$ cat src/rtl/dwt_pair_packer_pkg.sv
`default_nettype none
// ============================================================================
// Module   : dwt_pair_packer_pkg
// Purpose  : Shared DWT types: packer FSM states and the {eol, sof, odd, even}
//            pair layout consumed by the lifting unit.
// Revision : 1.0 - initial release
// ============================================================================
package dwt_pair_packer_pkg;

    localparam int c_DWT_DATA_WIDTH = 16;

    typedef enum logic [0:0] {
        EVEN = 1'b0,
        ODD  = 1'b1
    } pack_state_e;

    typedef struct packed {
        logic                               eol;
        logic                               sof;
        logic signed [c_DWT_DATA_WIDTH-1:0] odd;
        logic signed [c_DWT_DATA_WIDTH-1:0] even;
    } pair_t;

    // Flat width of a pair beat for a given sample width (same layout as pair_t).
    function automatic int pair_width(input int data_width);
        return 2 * data_width + 2;
    endfunction

endpackage
`default_nettype wire

$ cat src/rtl/dwt_pair_packer_axis_reg.sv
`default_nettype none
// ============================================================================
// Module   : dwt_pair_packer_axis_reg
// Purpose  : Non-transparent AXI-Stream register slice; output is held stable
//            while valid and not ready.
// Revision : 1.0 - initial release
// ============================================================================
module dwt_pair_packer_axis_reg #(
    parameter int WIDTH = 34
) (
    input  logic             clk_i,
    input  logic             rst_i,
    input  logic             s_valid_i,
    output logic             s_ready_o,
    input  logic [WIDTH-1:0] s_data_i,
    output logic             m_valid_o,
    input  logic             m_ready_i,
    output logic [WIDTH-1:0] m_data_o
);

    assign s_ready_o = !m_valid_o || m_ready_i;

    always_ff @(posedge clk_i) begin
        if (!rst_i) begin
            m_valid_o <= 1'b0;
            m_data_o  <= '0;
        end else if (s_ready_o) begin
            m_valid_o <= s_valid_i;
            if (s_valid_i) begin
                m_data_o <= s_data_i;
            end
        end
    end

endmodule
`default_nettype wire

$ cat src/rtl/dwt_pair_packer.sv
`default_nettype none
// ============================================================================
// Module   : dwt_pair_packer
// Purpose  : Packs a serial sample stream into {odd, even} pairs with sof/eol,
//            mirroring x[N-2] to complete odd-length lines.
//            Optional DWT_PACK_ERR_EN adds a line-length counter and err_o.
// Revision : 1.0 - initial release
// ============================================================================
module dwt_pair_packer
    import dwt_pair_packer_pkg::*;
#(
    parameter int DATA_WIDTH = c_DWT_DATA_WIDTH
`ifdef DWT_PACK_ERR_EN
    ,
    parameter int MAXIMUM_SIDE_SIZE = 512
`endif
) (
    input  logic                         clk_i,
    input  logic                         rst_i,
    output logic                         s_ready_o,
    input  logic                         s_valid_i,
    input  logic                         s_sof_i,
    input  logic                         s_eol_i,
    input  logic signed [DATA_WIDTH-1:0] s_data_i,
    input  logic                         m_ready_i,
    output logic                         m_valid_o,
    output logic                         m_sof_o,
    output logic                         m_eol_o,
    output logic [2*DATA_WIDTH-1:0]      m_data_o
`ifdef DWT_PACK_ERR_EN
    ,
    output logic                         err_o
`endif
);

    localparam int c_PAIR_W = pair_width(DATA_WIDTH);

    pack_state_e                  r_state;
    logic                         r_rdy;
    logic signed [DATA_WIDTH-1:0] r_even;
    logic signed [DATA_WIDTH-1:0] r_last_odd;
    logic                         r_sof;
    logic                         r_have_odd;

    logic                         w_out_free;
    logic                         w_in_xfer;
    logic                         w_as_even;
    logic                         w_emit;
    logic [c_PAIR_W-1:0]          w_pair;
    logic [c_PAIR_W-1:0]          w_out_pair;

    // A beat that cannot emit a pair is always accepted in EVEN; anything that
    // produces a pair must wait for the output register to be free.
    always_comb begin
        s_ready_o = 1'b0;
        if (r_rdy) begin
            if (r_state == ODD) begin
                s_ready_o = w_out_free;
            end else begin
                s_ready_o = !s_eol_i || w_out_free;
            end
        end
    end

    assign w_in_xfer = s_valid_i && s_ready_o;
    // sof in ODD drops the held even sample and restarts the pair.
    assign w_as_even = (r_state == EVEN) || s_sof_i;
    assign w_emit    = w_in_xfer && (!w_as_even || s_eol_i);

    always_comb begin
        w_pair = '0;
        if (w_as_even) begin
            w_pair = {1'b1, s_sof_i,
                      (r_have_odd && !s_sof_i) ? r_last_odd : s_data_i,
                      s_data_i};
        end else begin
            w_pair = {s_eol_i, r_sof, s_data_i, r_even};
        end
    end

    always_ff @(posedge clk_i) begin
        if (!rst_i) begin
            r_state    <= EVEN;
            r_rdy      <= 1'b0;
            r_even     <= '0;
            r_last_odd <= '0;
            r_sof      <= 1'b0;
            r_have_odd <= 1'b0;
        end else begin
            r_rdy <= 1'b1;
            if (w_in_xfer) begin
                if (w_as_even) begin
                    r_even <= s_data_i;
                    r_sof  <= s_sof_i;
                    if (s_eol_i) begin
                        r_state    <= EVEN;
                        r_have_odd <= 1'b0;
                        r_last_odd <= '0;
                    end else begin
                        r_state <= ODD;
                        if (s_sof_i) begin
                            r_have_odd <= 1'b0;
                            r_last_odd <= '0;
                        end
                    end
                end else begin
                    r_state <= EVEN;
                    if (s_eol_i) begin
                        r_have_odd <= 1'b0;
                        r_last_odd <= '0;
                    end else begin
                        r_have_odd <= 1'b1;
                        r_last_odd <= s_data_i;
                    end
                end
            end
        end
    end

    dwt_pair_packer_axis_reg #(
        .WIDTH (c_PAIR_W)
    ) u_out_reg (
        .clk_i     (clk_i),
        .rst_i     (rst_i),
        .s_valid_i (w_emit),
        .s_ready_o (w_out_free),
        .s_data_i  (w_pair),
        .m_valid_o (m_valid_o),
        .m_ready_i (m_ready_i),
        .m_data_o  (w_out_pair)
    );

    assign {m_eol_o, m_sof_o, m_data_o} = w_out_pair;

`ifdef DWT_PACK_ERR_EN
    localparam int                 c_CNT_W   = $clog2(MAXIMUM_SIDE_SIZE) + 1;
    localparam logic [c_CNT_W-1:0] c_MAX_CNT = c_CNT_W'(MAXIMUM_SIDE_SIZE);

    logic [c_CNT_W-1:0] r_count;
    logic               r_err;
    logic [c_CNT_W-1:0] w_count_base;

    assign w_count_base = s_sof_i ? '0 : r_count;

    // Counter saturates at MAXIMUM_SIDE_SIZE+1 so an overlong line stays flagged.
    always_ff @(posedge clk_i) begin
        if (!rst_i) begin
            r_count <= '0;
            r_err   <= 1'b0;
        end else if (w_in_xfer) begin
            if (s_sof_i && ((r_state == ODD) || (r_count != '0))) begin
                r_err <= 1'b1;
            end
            if (w_count_base >= c_MAX_CNT) begin
                r_err <= 1'b1;
            end
            if (s_eol_i) begin
                r_count <= '0;
            end else if (w_count_base <= c_MAX_CNT) begin
                r_count <= w_count_base + 1'b1;
            end
        end
    end

    assign err_o = r_err;
`endif

endmodule
`default_nettype wire

$ cat config.mk
export PLATFORM = sky130hd
export DESIGN_NAME = dwt_pair_packer
export DESIGN_NICKNAME = d
export VERILOG_FILES = /design/src/rtl/dwt_pair_packer_pkg.sv /design/src/rtl/dwt_pair_packer_axis_reg.sv /design/src/rtl/dwt_pair_packer.sv
export SDC_FILE = /design/constraint.sdc
export NUM_CORES = 1
export LEC_CHECK = 0
export BUFFER_PORTS_ARGS = -buffer_cell sky130_fd_sc_hd__buf_2
export CAP_MARGIN = 20
export CORE_MARGIN = 2
export CORE_UTILIZATION = 40
export CTS_CLUSTER_DIAMETER = 200
export CTS_CLUSTER_SIZE = 8
export DETAILED_ROUTE_END_ITERATION = 8
export PLACE_DENSITY = 0.72
export REMOVE_ABC_BUFFERS = 1
export SYNTH_ARGS = -nofsm -noshare
export SYNTH_HDL_FRONTEND = slang
export SYNTH_SLANG_ARGS = --single-unit
$ cat constraint.sdc
create_clock -name clk_i -period 5.2 [get_ports clk_i]
set_clock_uncertainty 0.2 [all_clocks]
set_input_delay 1.3 -clock clk_i [delete_from_list [all_inputs] [get_ports clk_i]]
set_output_delay 1.3 -clock clk_i [all_outputs]
set_load 0.02 [all_outputs]
==> implementation parameters <==
Parameter                              Value

Clock network
  Setup bufs post-CTS ... 0
  H-tree Lvls ... 3
  Total clock buffers created by CTS ... 9
  TritonCTS clock tree ... built
  CTS Root Buffer Type ... clkbuf_8
  Number of buffers between clock root and the deepest sink ... 2
  Clock slew at reported path FFs ... about 60 ps
  Number of buffers added to fix hold violations after cts ... 0
  Skew-Pair Late Insertion Delay ... 340 ps
  Number of sinks driven by the clock tree ... 71
  Count of cells resized by post-cts repair ... 0

Detailed routing
  Vias ... 2367
  Wirelength, routed ... 6420 um
  Drt wl/cell ... 14.2 um
  DRC violation count after routing ... 0
  Drt pass-1 iters ... 5
  Antenna Nets Post-Route ... 0
  Iter 0 DRT Violations ... 102
  Via count normalized by instance count ... between 5 and 6

Timing
  Worst hold slack ... 250 ps
  Crit path time final ... 3570 ps
  Worst relative slew slack ... 31.4%
  Hold Vio Cnt, Final ... 0
  RSZ-0062 raised after global routing ... false
  Count of endpoints failing setup in the final report ... 0
  Period Utilization, post-route ... 68.6%
  Number of max-slew violations in the final report ... 0
  Sum of negative setup slack ... 0 ps
  Achievable clock frequency ... 280 MHz
  Slew @ Worst Pin ... 1020 ps

Power
  Power per standard cell area ... ~330 nW/um^2
  PnR Total Power ... 1.09 mW
  Standby leakage power ... between 1 and 1.5 nW
  Maximum VDD drop ... 0.000174 V

Logic synthesis
  Synth Area in Compound Gates ... 24.5%
  Top_reg_cell synth ... dfxtp_1
  Xor/xnor cell area share of the yosys netlist ... 0%
  Instance count of the mapped netlist ... 306
  Synthesized cell area ... 2900 um^2
  Average cell area after synthesis ... 9.48 um^2
  Share of the synthesized area in the top cell type ... around half
  Share of synthesized cell area in and, or, nand and nor gates ... between 15 and 20%
  Number of warnings reported in the yosys synthesis log ... 0
  Flop and latch count out of synthesis ... 71
  Area leader, netlist ... dfxtp_1
  Share of synthesized registers carrying an async set or reset ... 0%
  Largest family of logic cells by synthesized area ... compound AO/OA/AOI/OAI gates
  Number of synthesized flops with an enable pin ... 0
  Adder-cell share of the synthesized area ... 0%
  Sequential-to-total area share from yosys stat ... roughly half
  Top area cells in the synthesized netlist ... dfxtp_1, nand2_1, a311oi_2
  Distinct cells, synth ... 35
  Post-synthesis mux area share ... 5.52%

Floorplanning
  Top-level port count ... 58
  Site row count ... 31
  Initial core utilization ... 40.7%
  Die span in y ... 89.2 um
  Die Width ... 89.2 um
  Std-Cell Core Area ... between 7000 and 8000 um^2
  Area of the die ... 7950 um^2

Cells and area
  Core Util, Final ... approximately 47%
  Count of fill cells added during filler insertion ... 731
  Final nets ... 372
  Most common library cell in the layout ignoring fill and taps ... dfxtp_1
  Fraction of final layout cells sized beyond drive strength 1 ... between 20% and 30%
  N_diodes ... 0
  Flip-flop and latch area ... 1420 um^2
  Footprint of the multi-input gates ... 1320 um^2
  Area growth syn-to-layout ... 15.5%
  Commonest cells after routing, fill and taps aside ... dfxtp_1, buf_2, nand2_1

Worst setup path
  Startpoint types ... primary input
  Buffer and inverter count on the worst path ... 2
  Number of cells on the critical path ... 5
  Critical Path, Cell by Cell ... buf_2, nand2b_2, nor2_1, nor2b_1, buf_2
  Crit-path slowest cell ... nand2b_2
  Kind of cell adding the most delay to the critical path ... simple AND/OR/NAND/NOR gates
  Data arrival time of the critical path ... 2070 ps
  Startpoint of the most critical setup path ... m_ready_i
  Worst stage delay on the critical path ... 250 ps
  Crit Path Max Fanout ... 7
  Number of cells on the worst reg-to-reg path ... 5
  FF-to-FF Start ... r_state
  Cell repeated most along the worst path ... buf_2
  Worst R2R Setup Slack ... 2580 ps
  Critical Path End ... s_ready_o
  Reg-to-Reg End ... u_out_reg.m_data_o[3]
  Critical path start-end classification ... primary input to output port
  Kind of end point of the critical path ... output port
  Crit path required time ... 3700 ps

Status
  Status ... completed

Worst hold path
  Class of the most critical hold timing path ... flip-flop to flip-flop

Global routing
  Overall routing resource usage ... between 10% and 20%
  Remaining global-route overflow ... 0
  Number of antenna violations at the first check in global routing ... 0
  Wire length of the first global-routing pass ... 10400 um
  Maximum number of pins on one net before global-route repair ... roughly 70
  Vias in the first global route ... 2158

Placed design
  Placer Congestion ... 0.689
  Post-DP HPWL ... 4030 um
  Number of port buffers ... 57

Run
  Max-cap violation count ... 0
-- Yosys cell counts (2+ instances only) --
master     n
o21ai_0   19
a21oi_1   17
a21boi_0   2
a22o_1    16
dfxtp_1   71
mux2i_1   16
buf_4      4
nor2_1    18
a311oi_2  12
nand2_1   50
o21a_1     2
nand3_1   16
buf_2      7
o21ai_1   13
o211ai_1   2
clkbuf_1  12
nor2b_1    4
a311oi_1   4
buf_6      5
-- registers in the layout (all words and copies together) (netlist names) --
| register | cells |
|---|---|
| r_last_odd | 16 |
| u_out_reg.m_valid_o | 1 |
| r_state | 1 |
| u_out_reg.m_data_o | 34 |
| r_have_odd | 1 |
| r_even | 16 |
| r_sof | 1 |
| r_rdy | 1 |
-- cell families (layout without fill, tap and decap cells) --
logic type / count (synthesis) / in the layout
DFF: 71 / 71
muxes: 16 / 16
buffers and inverters: 29 / 75
and+or+nand+nor: 97 / 97
AOI/OAI and AO/OA: 93 / 93
-- worst register-to-register path, cell delays in order (launching register included) --
cell	delay (ps)
dfxtp_1	490
nor2b_2	460
buf_4	290
o211a_4	700
nor2_1	110
a311oi_1	280
-- power by group --
group          switching (mW)  internal [mW]
logic                  0.0811         0.0414
clock network           0.191          0.204
registers              0.0114          0.567
total                   0.283          0.812
-- per-layer routing --
layer | share of wire (%) | global-route usage [%] | vias to the layer above
met1 | 45 | 21.7 | 1119
li1 | - | - | 1174
met4 | 1.8 | 8.14 | 0
met3 | 4.9 | 3.42 | 11
met2 | 48 | 28.2 | 63
met5 | 0 | 0 | -
-- metrics by stage --
step                setup slack, ps  instances  instance area [um^2]
floorplan                      1440        278                  2740
global placement               1640        438                  3180
detailed placement             1620        438                  3180
CTS                            1620        451                  3350
global route                   1580        451                  3350
finish                         1630        451                  3350
-- final cells by class --
| class | instances | share of cell area (%) |
|---|---|---|
| flip-flops and latches | 71 | 42.4 |
| multi-input cells | 206 | 39.3 |
| repair buffers | 61 | 9.41 |
| clock buffers | 12 | 4.93 |
| well taps | 99 | 3.70 |
| clock inverters | 1 | 0.149 |
| inverters | 1 | 0.112 |
-- how the worst min path moves through the flow --
stage | startpoint | endpoint | cells after the start
4_1_cts | r_have_odd | r_have_odd | 1
6_report | r_have_odd | r_have_odd | 1
2_1_floorplan | r_have_odd | r_have_odd | 1
3_3_place_gp | r_have_odd | r_have_odd | 1
3_5_place_dp | r_have_odd | r_have_odd | 1
5_1_grt | r_have_odd | r_have_odd | 1
Note: power is estimated with default switching activity, not from simulation.
